File: config.mk
export PLATFORM = sky130hd
export DESIGN_NAME = uart_receiver
export DESIGN_NICKNAME = d
export VERILOG_FILES = /design/src/rtl/uart_receiver_pkg.sv /design/src/rtl/uart_fifo.sv /design/src/rtl/uart_receiver.sv
export SDC_FILE = /design/constraint.sdc
export NUM_CORES = 1
export LEC_CHECK = 0
export ABC_AREA = 0
export BUFFER_PORTS_ARGS = -buffer_cell sky130_fd_sc_hd__buf_4
export CORE_ASPECT_RATIO = 0.7
export CORE_MARGIN = 2
export CORE_UTILIZATION = 56
export DETAILED_ROUTE_END_ITERATION = 12
export GPL_TIMING_DRIVEN = 0
export HOLD_SLACK_MARGIN = 0.1
export MAX_ROUTING_LAYER = met4
export PLACE_DENSITY = 0.75
export SLEW_MARGIN = 15
export SYNTH_ARGS = -nofsm -noshare
export SYNTH_HDL_FRONTEND = slang
export SYNTH_HIERARCHICAL = 1
export SYNTH_SLANG_ARGS = --single-unit
File: constraint.sdc
create_clock -name i_clk -period 3.1 [get_ports i_clk]
set_input_delay 0.155 -clock i_clk [delete_from_list [all_inputs] [get_ports i_clk]]
set_output_delay 0.155 -clock i_clk [all_outputs]
set_load 0.01 [all_outputs]
File: src/rtl/uart_receiver_pkg.sv
// uart_receiver_pkg: shared parameter defaults, FSM state encodings and the CLEAR macro (UART_RX_PARITY_EN adds the PARITY state)
`ifndef CLEAR
`define CLEAR(sig) sig <= '0
`endif

package uart_receiver_pkg;
    localparam int DEFAULT_UART_DATA_BITS      = 8;
    localparam int DEFAULT_UART_SB_TICKS       = 16;
    localparam int DEFAULT_UART_BAUD_DIVISOR   = 326;
    localparam int DEFAULT_UART_FIFO_ADDR_BITS = 4;

    typedef enum logic [2:0] {
        ST_IDLE,
        ST_START,
        ST_DATA,
`ifdef UART_RX_PARITY_EN
        ST_PARITY,
`endif
        ST_STOP
    } state_t;
endpackage

File: src/rtl/uart_fifo.sv
// uart_fifo: first-word-fall-through FIFO with overrun pulse; storage is not reset
module uart_fifo #(
    parameter int W  = 8,
    parameter int AW = 4
) (
    input  logic         i_clk,
    input  logic         i_reset,
    input  logic         push,
    input  logic         pop,
    input  logic [W-1:0] data_in,
    output logic [W-1:0] data_out,
    output logic         empty,
    output logic         full,
    output logic         overrun
);
    import uart_receiver_pkg::*;

    logic [W-1:0]  mem [2**AW];
    logic [AW-1:0] wr_ptr, rd_ptr;
    logic [AW:0]   count;
    logic          do_push, do_pop;

    assign empty    = count == '0;
    assign full     = count == (AW+1)'(2**AW);
    assign do_pop   = pop & ~empty;
    assign do_push  = push & (~full | do_pop);
    assign data_out = empty ? '0 : mem[rd_ptr];

    // storage write, deliberately without reset
    always_ff @(posedge i_clk)
        if (do_push) mem[wr_ptr] <= data_in;

    // pointers wrap naturally modulo depth; count tracks occupancy
    always_ff @(posedge i_clk or posedge i_reset)
        if (i_reset) begin
            `CLEAR(wr_ptr);
            `CLEAR(rd_ptr);
            `CLEAR(count);
            `CLEAR(overrun);
        end else begin
            if (do_push) wr_ptr <= wr_ptr + 1'b1;
            if (do_pop) rd_ptr <= rd_ptr + 1'b1;
            count   <= count + (AW+1)'(do_push) - (AW+1)'(do_pop);
            overrun <= push & full & ~pop;
        end
endmodule

File: src/rtl/uart_receiver.sv
// uart_receiver: oversampling UART receiver feeding a FIFO; define UART_RX_PARITY_EN for even-parity checking
module uart_receiver
    import uart_receiver_pkg::*;
#(
    parameter int DATA_BITS      = DEFAULT_UART_DATA_BITS,
    parameter int SB_TICKS       = DEFAULT_UART_SB_TICKS,
    parameter int BAUD_DIVISOR   = DEFAULT_UART_BAUD_DIVISOR,
    parameter int FIFO_ADDR_BITS = DEFAULT_UART_FIFO_ADDR_BITS
) (
    input  logic                 i_clk,
    input  logic                 i_reset,
    input  logic                 i_rx,
    input  logic                 i_rd,
    output logic [DATA_BITS-1:0] o_data,
    output logic                 o_empty,
    output logic                 o_full,
    output logic                 o_frame_error,
    output logic                 o_overrun
);
    localparam int BW = BAUD_DIVISOR > 1 ? $clog2(BAUD_DIVISOR) : 1;
    localparam int NW = DATA_BITS > 1 ? $clog2(DATA_BITS) : 1;

    logic                 rx_meta, rx;
    logic [BW-1:0]        baud_cnt;
    logic                 tick;
    state_t               state;
    logic [4:0]           s;
    logic [NW-1:0]        n;
    logic [DATA_BITS-1:0] shift;
    logic                 frame_ok, push;
`ifdef UART_RX_PARITY_EN
    logic                 parity_bad;
    assign frame_ok = rx & ~parity_bad;
`else
    assign frame_ok = rx;
`endif

    assign tick = baud_cnt == BW'(BAUD_DIVISOR - 1);
    assign push = tick && state == ST_STOP && s == 5'(SB_TICKS - 1) && frame_ok;

    // two-flop synchronizer, resets to the idle-high line level
    always_ff @(posedge i_clk or posedge i_reset)
        if (i_reset) {rx_meta, rx} <= 2'b11;
        else {rx_meta, rx} <= {i_rx, rx_meta};

    // free-running oversampling tick generator
    always_ff @(posedge i_clk or posedge i_reset)
        if (i_reset) `CLEAR(baud_cnt);
        else baud_cnt <= tick ? '0 : baud_cnt + 1'b1;

    // frame FSM: start at mid-bit, sample each bit every 16 ticks, report bad frames at stop
    always_ff @(posedge i_clk or posedge i_reset)
        if (i_reset) begin
            state <= ST_IDLE;
            `CLEAR(s);
            `CLEAR(n);
            `CLEAR(shift);
            `CLEAR(o_frame_error);
`ifdef UART_RX_PARITY_EN
            `CLEAR(parity_bad);
`endif
        end else begin
            o_frame_error <= 1'b0;
            case (state)
                ST_IDLE:
                    if (!rx) begin
                        state <= ST_START;
                        s     <= '0;
                    end
                ST_START:
                    if (tick) begin
                        if (s == 5'd7) begin
                            state <= rx ? ST_IDLE : ST_DATA;
                            s     <= '0;
                            n     <= '0;
`ifdef UART_RX_PARITY_EN
                            parity_bad <= 1'b0;
`endif
                        end else s <= s + 1'b1;
                    end
                ST_DATA:
                    if (tick) begin
                        if (s == 5'd15) begin
                            s     <= '0;
                            n     <= n + 1'b1;
                            shift <= {rx, shift[DATA_BITS-1:1]};
`ifdef UART_RX_PARITY_EN
                            if (n == NW'(DATA_BITS - 1)) state <= ST_PARITY;
`else
                            if (n == NW'(DATA_BITS - 1)) state <= ST_STOP;
`endif
                        end else s <= s + 1'b1;
                    end
`ifdef UART_RX_PARITY_EN
                ST_PARITY:
                    if (tick) begin
                        if (s == 5'd15) begin
                            s          <= '0;
                            parity_bad <= ^{shift, rx};
                            state      <= ST_STOP;
                        end else s <= s + 1'b1;
                    end
`endif
                ST_STOP:
                    if (tick) begin
                        if (s == 5'(SB_TICKS - 1)) begin
                            s             <= '0;
                            o_frame_error <= ~frame_ok;
                            state         <= ST_IDLE;
                        end else s <= s + 1'b1;
                    end
                default: state <= ST_IDLE;
            endcase
        end

    uart_fifo #(.W(DATA_BITS), .AW(FIFO_ADDR_BITS)) u_fifo (
        .i_clk   (i_clk),
        .i_reset (i_reset),
        .push    (push),
        .pop     (i_rd),
        .data_in (shift),
        .data_out(o_data),
        .empty   (o_empty),
        .full    (o_full),
        .overrun (o_overrun)
    );
endmodule

Word level (Yosys, flattened, before mapping)
Memories as Yosys holds them, arrays and structs flattened. Cells that the tools add are included.

Bitwise gates (word level): 9. Muxes and demuxes: 28. Reductions and logical operators: 12. Add/sub/neg operators: 7. Eq/ne operators: 17.

Operator list (count): 3-bit 2-to-1 mux (12); 5-bit 2-to-1 mux (5); 5-bit case mux with 3 select lines (1); 2-bit != test (second input constant) (7); 3-bit case mux with 4 select lines (1); 9-bit by 1-bit adder with 9-bit output (second input constant) (1); 9-bit equality test (second input constant) (1); 9-bit 2-to-1 mux (1); 4-bit by 1-bit adder with 4-bit output (second input constant) (2); 8-bit 2-to-1 mux (1); 8-bit AND reduction (1); 3-bit by 2-bit equality test with 1-bit output (second input constant) (2); 3-bit case mux with 2 select lines (1); 5-bit by 1-bit adder with 5-bit output (1); 5-bit by 1-bit adder with 5-bit output (second input constant) (1); 5-bit by 3-bit equality test with 1-bit output (second input constant) (1); 5-bit by 4-bit equality test with 1-bit output (second input constant) (1); 5-bit equality test (second input constant) (1); 5-bit logical NOT (1); 1-bit 2-to-1 mux (5); 5-bit AND reduction (1); 5-bit by 1-bit subtractor with 5-bit output (1); 1-bit AND (4); 2-bit by 1-bit != test with 1-bit output (second input constant) (2); other kinds (13) (18).

Register bits after elaboration: 45. Memory bits (writable): 128. Memories: 1. Word-level logic and storage cells: 86. Input port bits: 4.

Memories: u_fifo.mem (words 16, width 8, read ports 1, clocked after Yosys merged registers in 0, wr ports 1, RTL line uart_fifo.sv:18) `logic [W-1:0] mem [2**AW];`.

Longest topological paths before layout
Gate-level depths: netlist (run 1).

Depth after elaboration: 7. Depth in mapped cells: 16. Mapped depth without buffers: 15.

Modules after synthesis
The synthesis (run 1) kept the hierarchy.

Modules (own cells, without submodules): uart_fifo (instances 1, cells an instance 294, area each 5861.9 um^2, sequential area each 4194.0 um^2); uart_receiver (instances 1, cells an instance 130, area each 1531.5 um^2, sequential area each 753.2 um^2).

Worst setup path before layout (run 1)
No wires, ideal clock.

Path type: register to register. From: register baud_cnt[1]. To: register u_fifo.count[4]. Arrival: 2831 ps. Buffers on the path: 1. Cell stages (with the launch flop): 17. Slack: 146 ps. Period minus slack after synthesis: 2954 ps. Cells stage by stage: dfrtp_1 inv_1 ha_1 and4bb_2 nand3_1 nor4_1 o21a_1 buf_2 inv_1 ha_1 inv_1 ha_1 fa_1 a21oi_1 nor2_1 nor2_1 xnor2_1.

Longest elaborated chain between the ends: 7.

Ends and longest elaborated chain: start, declared (RTL line uart_receiver.sv:24) `logic [BW-1:0] baud_cnt;`; start signal, assigned (RTL line uart_receiver.sv:49) `else baud_cnt <= tick ? '0 : baud_cnt + 1'b1;`; 9-bit equality test (RTL line uart_receiver.sv:38) `assign tick = baud_cnt == BW'(BAUD_DIVISOR - 1);`; 1-bit logical AND (3 in a row) (RTL line uart_receiver.sv:39) `assign push = tick && state == ST_STOP && s == 5'(SB_TICKS - 1) && frame_ok;`; net push (RTL line uart_receiver.sv:30) `logic frame_ok, push;`; 1-bit AND (RTL line uart_fifo.sv:26) `assign do_push = push & (~full | do_pop);`; 5-bit by 1-bit adder with 5-bit output (RTL line uart_fifo.sv:43) `count <= count + (AW+1)'(do_push) - (AW+1)'(do_pop);`; 5-bit by 1-bit subtractor with 5-bit output (RTL line uart_fifo.sv:43); end signal, assigned (RTL line uart_fifo.sv:43); end, declared (RTL line uart_fifo.sv:20) `logic [AW:0] count;`.

The timed path passes the listed nets, and every way through them passes these cells. A chain may end at the register's enable or synchronous reset.

Worst setup path in the final report (run 1)
From: register baud_cnt[1]. To: memory u_fifo.mem[7][5], enable pin.

Longest elaborated chain between the ends: 7.

Ends and longest elaborated chain: 9-bit equality test (RTL line uart_receiver.sv:38); 1-bit logical AND (3 in a row) (RTL line uart_receiver.sv:39); net push (RTL line uart_receiver.sv:30); 1-bit AND (RTL line uart_fifo.sv:26); 1-bit 2-to-1 mux (RTL line uart_fifo.sv:31) `if (do_push) mem[wr_ptr] <= data_in;`; 1-bit 2-to-1 mux (not written as such) (RTL line uart_fifo.sv:31); end, declared (RTL line uart_fifo.sv:18).

The timed path passes the listed nets, and every way through them passes these cells.

==> impl_metrics.yaml, run 1 <==
logic_synthesis:
  syn_area_mm2: 0.007393
  syn_area_per_cell_um2: 17.44
  syn_inst: 424
  synth_edf_count: 128
  synthArstFlopShare_pct: 25.58
  synth_top_area_share_pct: 51.99
  ys_ff_latch: 172
  yosys_warnings: 6
  ys_seq_area_share_pct: 66.91
  synth.distinct_cells: 52
  synth_top_cell_by_area: "edfxtp_1"
  synth_nets: 446
  ys_top_cells_by_area: "edfxtp_1 (52%), dfrtp_1 (14%), mux4_1 (5.7%)"
  synthFlopType: "edfxtp_1"
clock_tree:
  cts_tree: "built"
  cts-root-buf: "clkbuf_16"
  cts_buffers: 17
  cts.sinks: 172
  clk_transition_reported_paths_ns: 0.07
  htree_num_levels: 4
  cts_buffer_depth: 2
  insertion_delay_ns: 0.42
timing:
  skew_ns: 0.01079
  hold_viol: 0
  final_min_period_over_clock_period_pct: 97.69
  rsz0062_at_grt: "yes"
  setup_viol: 0
  slew_violations: 0
  worstMarginPinSlew_ns: 0.8957
  slew_headroom_pct: 40.06
  setup_tns_ns: 0
  fmax_mhz: 330.2
  finalCriticalPeriod_ns: 3.028
worst_setup_path:
  crit_arrival_ns: 3.08
  end_kind: "flip-flop"
  path_max_fanout: 8
  worst_ep_required_time_ns: 3.15
  start_kind: "flip-flop"
  worstSetupPathType: "flip-flop to flip-flop"
power_and_ir_drop:
  ir_drop_mv: 0.4395
  p_leak_nw: 3.490
  powerDensity_mw_per_mm2: 688.2
  power_w: 0.005825
placed_design:
  portBuffers: 15
  dpl_cell_area_mm2: 0.007734
  globalplace.congestion: 0.8244
  hpwlAfterDp_um: 9115
  dpl.cell_count: 605
final_layout:
  fin_area_mm2: 0.008464
  utilization_pct: 65.08
  diodes: 0
  drive_gt1_share_pct: 26.00
  areaGrowthSynthToFinish_pct: 14.49
  instances_no_fill: 643
  fin_nets: 486
hold_path:
  hold_class: "flip-flop to flip-flop"
detailed_routing:
  vias: 3953
  antenna_left: 0
  first_iter_violations: 432
  finalWirelength_um: 13840
  wl_per_cell_um: 21.52
  drt_first_pass_iters: 5
  remaining_drc_errors: 0
  viasPerCell: 6.148
grt:
  grt_first_pass_wirelength_um: 21740
  gr-total-overflow: 0
  grt_pass1_vias: 3853
  grt_use_total_pct: 21.64
  antenna_found_initial: 0
  grt_start_max_net_pins: 31
status:
  status: "finished clean"
floorplan:
  rows: 35
  ios: 16
  core_area_mm2: 0.01301
  fp.dieW_um: 141.3
  initial_core_util_pct: 56.84
  die_height_um: 100.1
  die_area_mm2: 0.01415
run:
  drv_cap: 0
where the power goes:
| group | switching (W) | internal (W) |
|---|---|---|
| combinational | 0.000612 | 0.000567 |
| clock | 0.000934 | 0.00114 |
| sequential | 0.0000569 | 0.00252 |
worst max-delay path: stages (launching register included):
cell and delay, ns:
dfrtp_1 0.39, inv_2 0.07, ha_4 0.13, and4bb_2 0.31
nand3_4 0.11, nor4_4 0.32, o21a_1 0.18, buf_6 0.09
buf_4 0.12, nand2_1 0.17, nor2_1 0.74
sequential cells by signal, summed over array words and instances (netlist names):
| name | cells |
|---|---|
| u_fifo/overrun | 1 |
| baud_cnt | 9 |
| u_fifo/wr_ptr | 4 |
| o_frame_error | 1 |
| n | 3 |
| frame_ok | 1 |
| rx_meta | 1 |
| u_fifo/count | 5 |
| u_fifo/rd_ptr | 4 |
| u_fifo/mem | 128 |
| shift | 8 |
| state | 2 |
| s | 5 |
cell usage in the layout, fill, tap and decap left out, drive strengths merged, types with 2 or more instances in the layout:
cell	n
inv	26
nor4	4
nand3	9
mux2i	10
a31oi	2
nand2	11
dfstp	2
and3	3
nand2b	4
clkbuf	21
a21oi	6
o31ai	2
nor2b	6
dfrtp	42
a21o	3
and4bb	2
edfxtp	128
a211oi	17
ha	17
a22o	2
dlygate4sd3	3
xor2	6
clkinvlp	3
xnor2	12
nor2	25
mux4	32
nand4	3
o221a	2
nor3	9
o211ai	2
nand4bb	4
buf	34
mux2	10
and2b	5
Yosys cell counts (all sizes together), types with 4 or more instances:
library cell / n
nor3: 9
nand2: 11
a211oi: 17
nand2b: 4
ha: 17
dfrtp: 42
mux2: 10
nor2b: 6
nor2: 25
and2b: 5
edfxtp: 128
mux2i: 10
nand4bb: 4
clkbuf: 5
nor4: 4
mux4: 32
nand3: 9
xor2: 6
inv: 16
a21oi: 6
xnor2: 12
buf: 15
layer usage:
metal	routed length (um)	vias up	GRT usage [%]
met5	0	-	-
met4	241	0	7.154
met3	768	31	5.057
met2	6229	130	30.13
met1	6598	2042	31.96
li1	-	1750	-
final timing paths:
check	endpoint	from	cells after the start	slack, ns
setup reg to reg	u_fifo/mem[7][5]	baud_cnt[1]	10	0.07
setup / recovery	u_fifo/mem[7][5]	baud_cnt[1]	10	0.07
hold reg to reg	frame_ok	rx_meta	0	0.36
min in group asynchronous	u_fifo/wr_ptr[1]	i_reset	3	0.37
hold / removal	frame_ok	rx_meta	0	0.36
max in group asynchronous	baud_cnt[0]	i_reset	3	2.28
logic make-up (layout without fill, tap and decap cells):
logic type / count (synthesis) / in the layout / share of synthesized area, %
flops: 172 / 172 / 66.91
buf+inv: 36 / 89 / 2.792
simple gates: 89 / 89 / 7.734
mux: 52 / 52 / 13.44
compound gates: 39 / 39 / 3.841
xor+xnor: 18 / 18 / 2.132
fa+ha+maj: 18 / 18 / 3.148
final cells by class:
type                    count  area (um2)
flip-flops and latches    172        4949
clock buffers              17       425.4
plain buffers              19       148.9
clock inverters            15       151.4
multi-input cells         216        2350
fillers                   874        4542
repair buffers             22       172.7
inverters                  16       60.06
well taps                 166       207.7
per-stage QoR:
stage	setup slack (ns)	hold slack (ns)
2_1_floorplan	0.1456	0.04422
3_3_place_gp	-0.3928	0.2407
3_5_place_dp	-0.3089	0.2640
4_1_cts	0.05466	0.3591
5_1_grt	-0.05626	0.3596
6_report	0.07171	0.3581
repair_timing:
action,CTS,global route
setup buffers,0,4
setup endpoints to repair,110,9
endpoints found under the hold margin,44,0
gates resized for setup,7,14
pin swaps,1,7
hold buffers,3,0
Note: power is estimated with default switching activity, not from simulation.
==> run 2: changes to the inputs <==
--- a/config.mk
+++ b/config.mk
@@ -5,7 +5,7 @@
 export SDC_FILE = /design/constraint.sdc
 export NUM_CORES = 1
 export LEC_CHECK = 0
-export ABC_AREA = 0
+export ABC_AREA = 1
 export BUFFER_PORTS_ARGS = -buffer_cell sky130_fd_sc_hd__buf_4
 export CORE_ASPECT_RATIO = 0.7
 export CORE_MARGIN = 2
@@ -15,6 +15,7 @@
 export HOLD_SLACK_MARGIN = 0.1
 export MAX_ROUTING_LAYER = met4
 export PLACE_DENSITY = 0.75
+export REMOVE_ABC_BUFFERS = 1
 export SLEW_MARGIN = 15
 export SYNTH_ARGS = -nofsm -noshare
 export SYNTH_HDL_FRONTEND = slang
==> impl_metrics.yaml, run 2 <==
worst_setup_path:
  crit_arrival_ns: 3.29
  crit_chain: "inv_1, ha_1, nand2_1, nor2_4, nand2_4, inv_6, nand3_1, nor2_2, nand2_2, ha_1, inv_1, ha_1, fa_1, a21oi_1, nor2_1, nor2_1, xor2_1"
  max_stage_delay_ns: 0.43
  worstSetupPathType: "flip-flop to flip-flop"
  start_kind: "flip-flop"
  r2r-start: "baud_cnt[1]"
  reg2reg_slack_ns: 0.16
  end_kind: "flip-flop"
  ff2ff_path_depth: 17
  path_max_fanout: 6
  worst_ep_required_time_ns: 3.45
  cp_common_cell: "ha_1"
  slowest_stage: "fa_1"
  timing.rr.end: "u_fifo/count[4]"
final_layout:
  drive_gt1_share_pct: 11.29
  diodes: 0
  fin_nets: 735
  areaGrowthSynthToFinish_pct: 11.55
  regArea_mm2: 0.004952
  largestRegisters: "u_fifo/mem: 128 flops, baud_cnt: 9 flops, shift: 8 flops"
  multi_input_area_mm2: 0.002240
  fillers: 957
  layout_common_cells: "nand2_1 (224), edfxtp_1 (128), nand3_1 (112), dfrtp_1 (40), inv_1 (39)"
  layout_commonest_cell: "nand2_1"
  instances_no_fill: 892
  top_register: "u_fifo/mem"
  largest_reg_flops: 128
  fin_area_mm2: 0.008419
logic_synthesis:
  ys_ff_latch: 172
  syn_inst: 699
  syn_area_mm2: 0.007547
  synth.distinct_cells: 32
  synth_edf_count: 128
  ys_seq_area_share_pct: 65.55
  synth_top_cell_by_area: "edfxtp_1"
  synthFlopType: "edfxtp_1"
  synth_top_area_share_pct: 50.93
  syn_area_per_cell_um2: 10.80
  synth_commonest_cells: "nand2_1 (225), edfxtp_1 (128), nand3_1 (112), dfrtp_1 (42), inv_1 (42)"
  ys_top_cells_by_area: "edfxtp_1 (51%), dfrtp_1 (14%), nand2_1 (11%)"
  synthArstFlopShare_pct: 25.58
  yosys_warnings: 6
  synth_most_common_cell: "nand2_1"
floorplan:
  die_height_um: 101.1
  die_area_mm2: 0.01444
  ios: 16
  rows: 35
  fp.dieW_um: 142.8
  initial_core_util_pct: 57.45
  core_area_mm2: 0.01314
power_and_ir_drop:
  ir_drop_mv: 0.4692
  powerDensity_mw_per_mm2: 776.5
  p_leak_nw: 3.556
clock_tree:
  htree_num_levels: 4
  clk_transition_reported_paths_ns: 0.07
  cts-root-buf: "clkbuf_16"
  cts_tree: "built"
  cts_buffers: 17
  cts_buffer_depth: 2
  cts.sinks: 172
  insertion_delay_ns: 0.42
grt:
  grt_pass1_vias: 4691
  grt_start_max_net_pins: 66
  grt_first_pass_wirelength_um: 25030
  gr-total-overflow: 0
  grt_use_total_pct: 24.35
  antenna_found_initial: 0
timing:
  slew_violations: 0
  fmax_mhz: 340.1
  setup_viol: 0
  skew_ns: 0.01037
  final_min_period_over_clock_period_pct: 94.84
  hold_viol: 0
  slew_headroom_pct: 38.70
  finalCriticalPeriod_ns: 2.940
  worstMarginPinSlew_ns: 0.9161
  rsz0062_at_grt: "yes"
detailed_routing:
  wl_per_cell_um: 17.89
  drt_first_pass_iters: 5
  finalWirelength_um: 15950
  antenna_left: 0
  first_iter_violations: 524
  vias: 5037
  viasPerCell: 5.647
  remaining_drc_errors: 0
placed_design:
  dpl.cell_count: 855
  hpwlAfterDp_um: 9691
  globalplace.congestion: 0.8491
  dpl_cell_area_mm2: 0.007709
  portBuffers: 15
status:
  status: "finished clean"
run:
  drv_cap: 0
hold_path:
  hold_class: "input pin to asynchronous set/reset pin"
## run 2: changes by cell type after synthesis, sizes merged, moves of 8 or more
cell	change
xnor2	-11
buf	+9
nand3	+105
mux4	-32
nor3	-8
mux2i	-10
o21ai	+17
nand2	+220
nor2	+13
inv	+31
mux2	-10
a211oi	-17
## run 2: cell families (layout without fill, tap and decap cells)
group	after synthesis	in the layout	share of synthesized area (%)
AO/OA/AOI/OAI	31	31	2.453
adder cells (fa/ha/maj)	18	18	3.084
AND/OR/NAND/NOR	389	389	22.38
flip-flops	172	172	65.55
buffers and inverters	75	102	4.907
XOR/XNOR	14	14	1.625
## run 2: cell type report
cell class | instances | share of cell area, %
Sequential cell | 172 | 58.82
Clock buffer | 19 | 5.142
Inverter | 49 | 2.318
Tap cell | 166 | 2.467
Clock inverter | 13 | 2.541
Timing Repair inverter | 1 | 0.08917
Timing Repair Buffer | 20 | 2.021
Multi-Input combinational cell | 452 | 26.60
## run 2: what timing repair did
action | CTS | global route
hold buffers | 3 | 0
buffers inserted | 0 | 1
resized for setup | 3 | 5
endpoints found under the hold margin | 45 | 0
pin swaps | 0 | 1
cloned | 1 | 0
setup endpoints to repair | 8 | 64
## run 2: worst max-delay path: cells and delay by family (launching register included)
kind	cells	cell delay (ns)
AO/OA/AOI/OAI	1	0.17
XOR/XNOR	1	0.15
adder cells (fa/ha/maj)	4	1.05
buffers and inverters	3	0.20
flip-flops	1	0.41
AND/OR/NAND/NOR	8	0.90
## run 2: per-stage QoR
step | utilization (%) | hold slack, ns | setup slack [ns] | TNS [ns] | power (W)
after global placement | 58.50 | 0.2433 | -0.8997 | -7.333 | 0.004131
final | 64.09 | 0.3570 | 0.1599 | 0 | 0.006538
after CTS | 63.93 | 0.3561 | 0.03525 | 0 | 0.006537
after detailed placement | 58.68 | 0.2539 | 0.09481 | 0 | 0.004216
after global routing | 64.09 | 0.3565 | -0.1073 | -0.1684 | 0.006826
after floorplan | - | 0.04422 | 0.4518 | 0 | 0.003612
## run 2: layer usage
metal | vias to the layer above | track usage, % | routed length (um)
met4 | 0 | 8.378 | 281
met5 | - | - | 0
li1 | 2380 | - | -
met3 | 26 | 4.681 | 1093
met1 | 2439 | 34.97 | 7149
met2 | 192 | 35.32 | 7430
## run 2: worst max path at each step
| stage | from | to | slack, ns | cells after the start |
|---|---|---|---|---|
| after CTS | u_fifo/rd_ptr[1] | o_data[2] | 0.04 | 7 |
| final | baud_cnt[1] | u_fifo/count[4] | 0.16 | 17 |
| after detailed placement | baud_cnt[1] | u_fifo/count[4] | 0.09 | 17 |
| after floorplan | baud_cnt[1] | u_fifo/count[4] | 0.45 | 17 |
| after global routing | baud_cnt[1] | u_fifo/count[4] | -0.11 | 17 |
| after global placement | u_fifo/rd_ptr[0] | o_data[6] | -0.90 | 8 |
## run 2: power breakdown
group          total (W)  internal, W  switching, W  leakage, nW
clock            0.00231      0.00144      0.000877        0.296
combinational    0.00146     0.000516      0.000943         1.22
sequential       0.00277      0.00252      0.000246         2.04
==> run 3: changes to the inputs <==
--- a/config.mk
+++ b/config.mk
@@ -19,5 +19,4 @@
 export SLEW_MARGIN = 15
 export SYNTH_ARGS = -nofsm -noshare
 export SYNTH_HDL_FRONTEND = slang
-export SYNTH_HIERARCHICAL = 1
 export SYNTH_SLANG_ARGS = --single-unit
==> impl_metrics.yaml, run 3 <==
status:
  status: "finished clean"
worst_setup_path:
  worst_ep_required_time_ns: 2.94
  crit_arrival_ns: 2.78
  end_kind: "output port"
  path_max_fanout: 18
  start_kind: "flip-flop"
  worstSetupPathType: "flip-flop to output port"
final_layout:
  areaGrowthSynthToFinish_pct: 10.98
  layout_common_cells: "nand2_1 (220), edfxtp_1 (128), nand3_1 (117), dfrtp_1 (40), nor2_1 (38)"
  drive_gt1_share_pct: 11.77
  diodes: 0
  top_register: "u_fifo.mem"
  fin_nets: 749
  largestRegisters: "u_fifo.mem: 128 flops, baud_cnt: 9 flops, shift: 8 flops"
  utilization_pct: 64.05
  largest_reg_flops: 128
  layout_commonest_cell: "nand2_1"
  fillers: 1000
grt:
  antenna_found_initial: 0
  grt_first_pass_wirelength_um: 25870
  grt_start_max_net_pins: 66
  gr-total-overflow: 0
  grt_pass1_vias: 5011
  grt_use_total_pct: 24.44
floorplan:
  core_area_mm2: 0.01327
  initial_core_util_pct: 57.72
  die_area_mm2: 0.01464
  die_height_um: 101.8
  fp.dieW_um: 143.8
  ios: 16
  rows: 35
run:
  drv_cap: 0
logic_synthesis:
  synthFlopType: "edfxtp_1"
  syn_inst: 716
  synth_edf_count: 128
  syn_area_per_cell_um2: 10.70
  synth_top_cell_by_area: "edfxtp_1"
  yosys_warnings: 0
  ys_ff_latch: 172
  synth.distinct_cells: 37
  synth_most_common_cell: "nand2_1"
  synth_commonest_cells: "nand2_1 (220), edfxtp_1 (128), nand3_1 (117), dfrtp_1 (42), nor2_1 (38)"
  synth_top_area_share_pct: 50.19
  syn_area_mm2: 0.007659
  ys_seq_area_share_pct: 64.60
  ys_top_cells_by_area: "edfxtp_1 (50%), dfrtp_1 (14%), nand2_1 (11%)"
  synthArstFlopShare_pct: 25.58
placed_design:
  portBuffers: 15
  globalplace.congestion: 0.8593
  hpwlAfterDp_um: 9927
timing:
  slew_headroom_pct: 39.87
  fmax_mhz: 340.4
  worstMarginPinSlew_ns: 0.8986
  skew_ns: 0.01296
  setup_viol: 0
  setup_tns_ns: 0
  slew_violations: 0
  rsz0062_at_grt: "no"
  final_min_period_over_clock_period_pct: 94.76
  hold_viol: 0
  finalCriticalPeriod_ns: 2.938
clock_tree:
  cts_buffer_depth: 2
  cts.sinks: 172
  clk_transition_reported_paths_ns: 0.07
  insertion_delay_ns: 0.43
  htree_num_levels: 4
  cts-root-buf: "clkbuf_16"
  cts_tree: "built"
  cts_buffers: 17
detailed_routing:
  viasPerCell: 5.538
  drt_first_pass_iters: 5
  vias: 5117
  finalWirelength_um: 16070
  antenna_left: 0
  first_iter_violations: 494
  remaining_drc_errors: 0
  wl_per_cell_um: 17.39
power_and_ir_drop:
  p_leak_nw: 3.622
  powerDensity_mw_per_mm2: 744.2
  ir_drop_mv: 0.4349
  power_w: 0.006325
hold_path:
  hold_class: "input pin to asynchronous set/reset pin"
-- run 3: changes by cell type after synthesis, moves of 5 or more --
| cell | delta |
|---|---|
| buf_6 | -5 |
| inv_1 | -6 |
| nand3_1 | +5 |
| inv_2 | +5 |
| nand2_1 | -5 |
| o21ai_2 | -6 |
-- run 3: final cells by class --
| cell class | count | area [um2] | area share [%] |
|---|---|---|---|
| clock buffer | 18 | 429.2 | 5.049 |
| clock inverter | 14 | 150.1 | 1.767 |
| timing repair buffer | 20 | 190.2 | 2.238 |
| inverter | 48 | 186.4 | 2.193 |
| multi-input combinational | 467 | 2362 | 27.79 |
| sequential | 172 | 4950 | 58.24 |
| tap | 185 | 231.5 | 2.723 |
-- run 3: path summary, 6_finish.rpt --
check / startpoint / endpoint / slack (ns) / cells past startpoint
setup reg to reg: u_fifo.count[3] / u_fifo.count[4] / 0.31 / 13
hold reg to reg: rx_meta / frame_ok / 0.36 / 0
max in group asynchronous: i_reset / rx_meta / 2.35 / 4
setup / recovery: u_fifo.rd_ptr[2] / o_data[1] / 0.16 / 6
min in group i_clk: rx_meta / frame_ok / 0.36 / 0
hold / removal: i_reset / u_fifo.count[4] / 0.21 / 3
-- run 3: metal layers --
layer,track usage (%),vias up,wire [um]
met5,-,-,0
met4,6.787,0,182
met3,4.639,16,987
met2,38.90,163,7716
met1,32.78,2500,7180
li1,-,2438,-
-- run 3: report_power, final --
| part | total, W | leakage [nW] | internal [W] | switching [W] |
|---|---|---|---|---|
| logic | 0.00145 | 1.29 | 0.000528 | 0.000923 |
| registers | 0.00279 | 2.06 | 0.00252 | 0.000272 |
| clock network | 0.00209 | 0.274 | 0.00114 | 0.000949 |
| total | 0.00633 | 3.62 | 0.00418 | 0.00214 |
-- run 3: cells by family (layout without fill, tap and decap cells) --
kind of cell	Yosys count	after routing	share of synthesized area, %
xor gates and xnor gates	11	11	1.258
buffers and inverters	77	100	4.558
adders and majority gates	19	19	3.202
DFF	172	172	64.60
AOI/OAI and AO/OA	31	31	2.255
and+or+nand+nor	406	406	24.13
-- run 3: worst max-delay path, stage by stage, from the launching register on --
cell and delay, ns:
dfrtp_1 0.83, clkinv_1 0.79, nand3_1 0.31, nand2_1 0.13
nand2_1 0.08, a21oi_1 0.07, buf_4 0.15
-- run 3: stage by stage --
step                      area [um2]  hold WS (ns)  setup slack [ns]  instances
after floorplan                 7491        0.1595            0.4784        687
after global placement          7835        0.2660           -0.9493        887
after detailed placement        7885        0.1030            0.3704        889
after CTS                       8497        0.2030            0.1964        924
after global routing            8499        0.2343           0.05970        924
final                           8499        0.2087            0.1623        924
-- run 3: what timing repair did --
action,4_1_cts,5_1_grt
setup endpoints to repair,8,3
buffers inserted,0,0
resized for setup,1,1
hold buffers,3,0
endpoints found under the hold margin,44,0
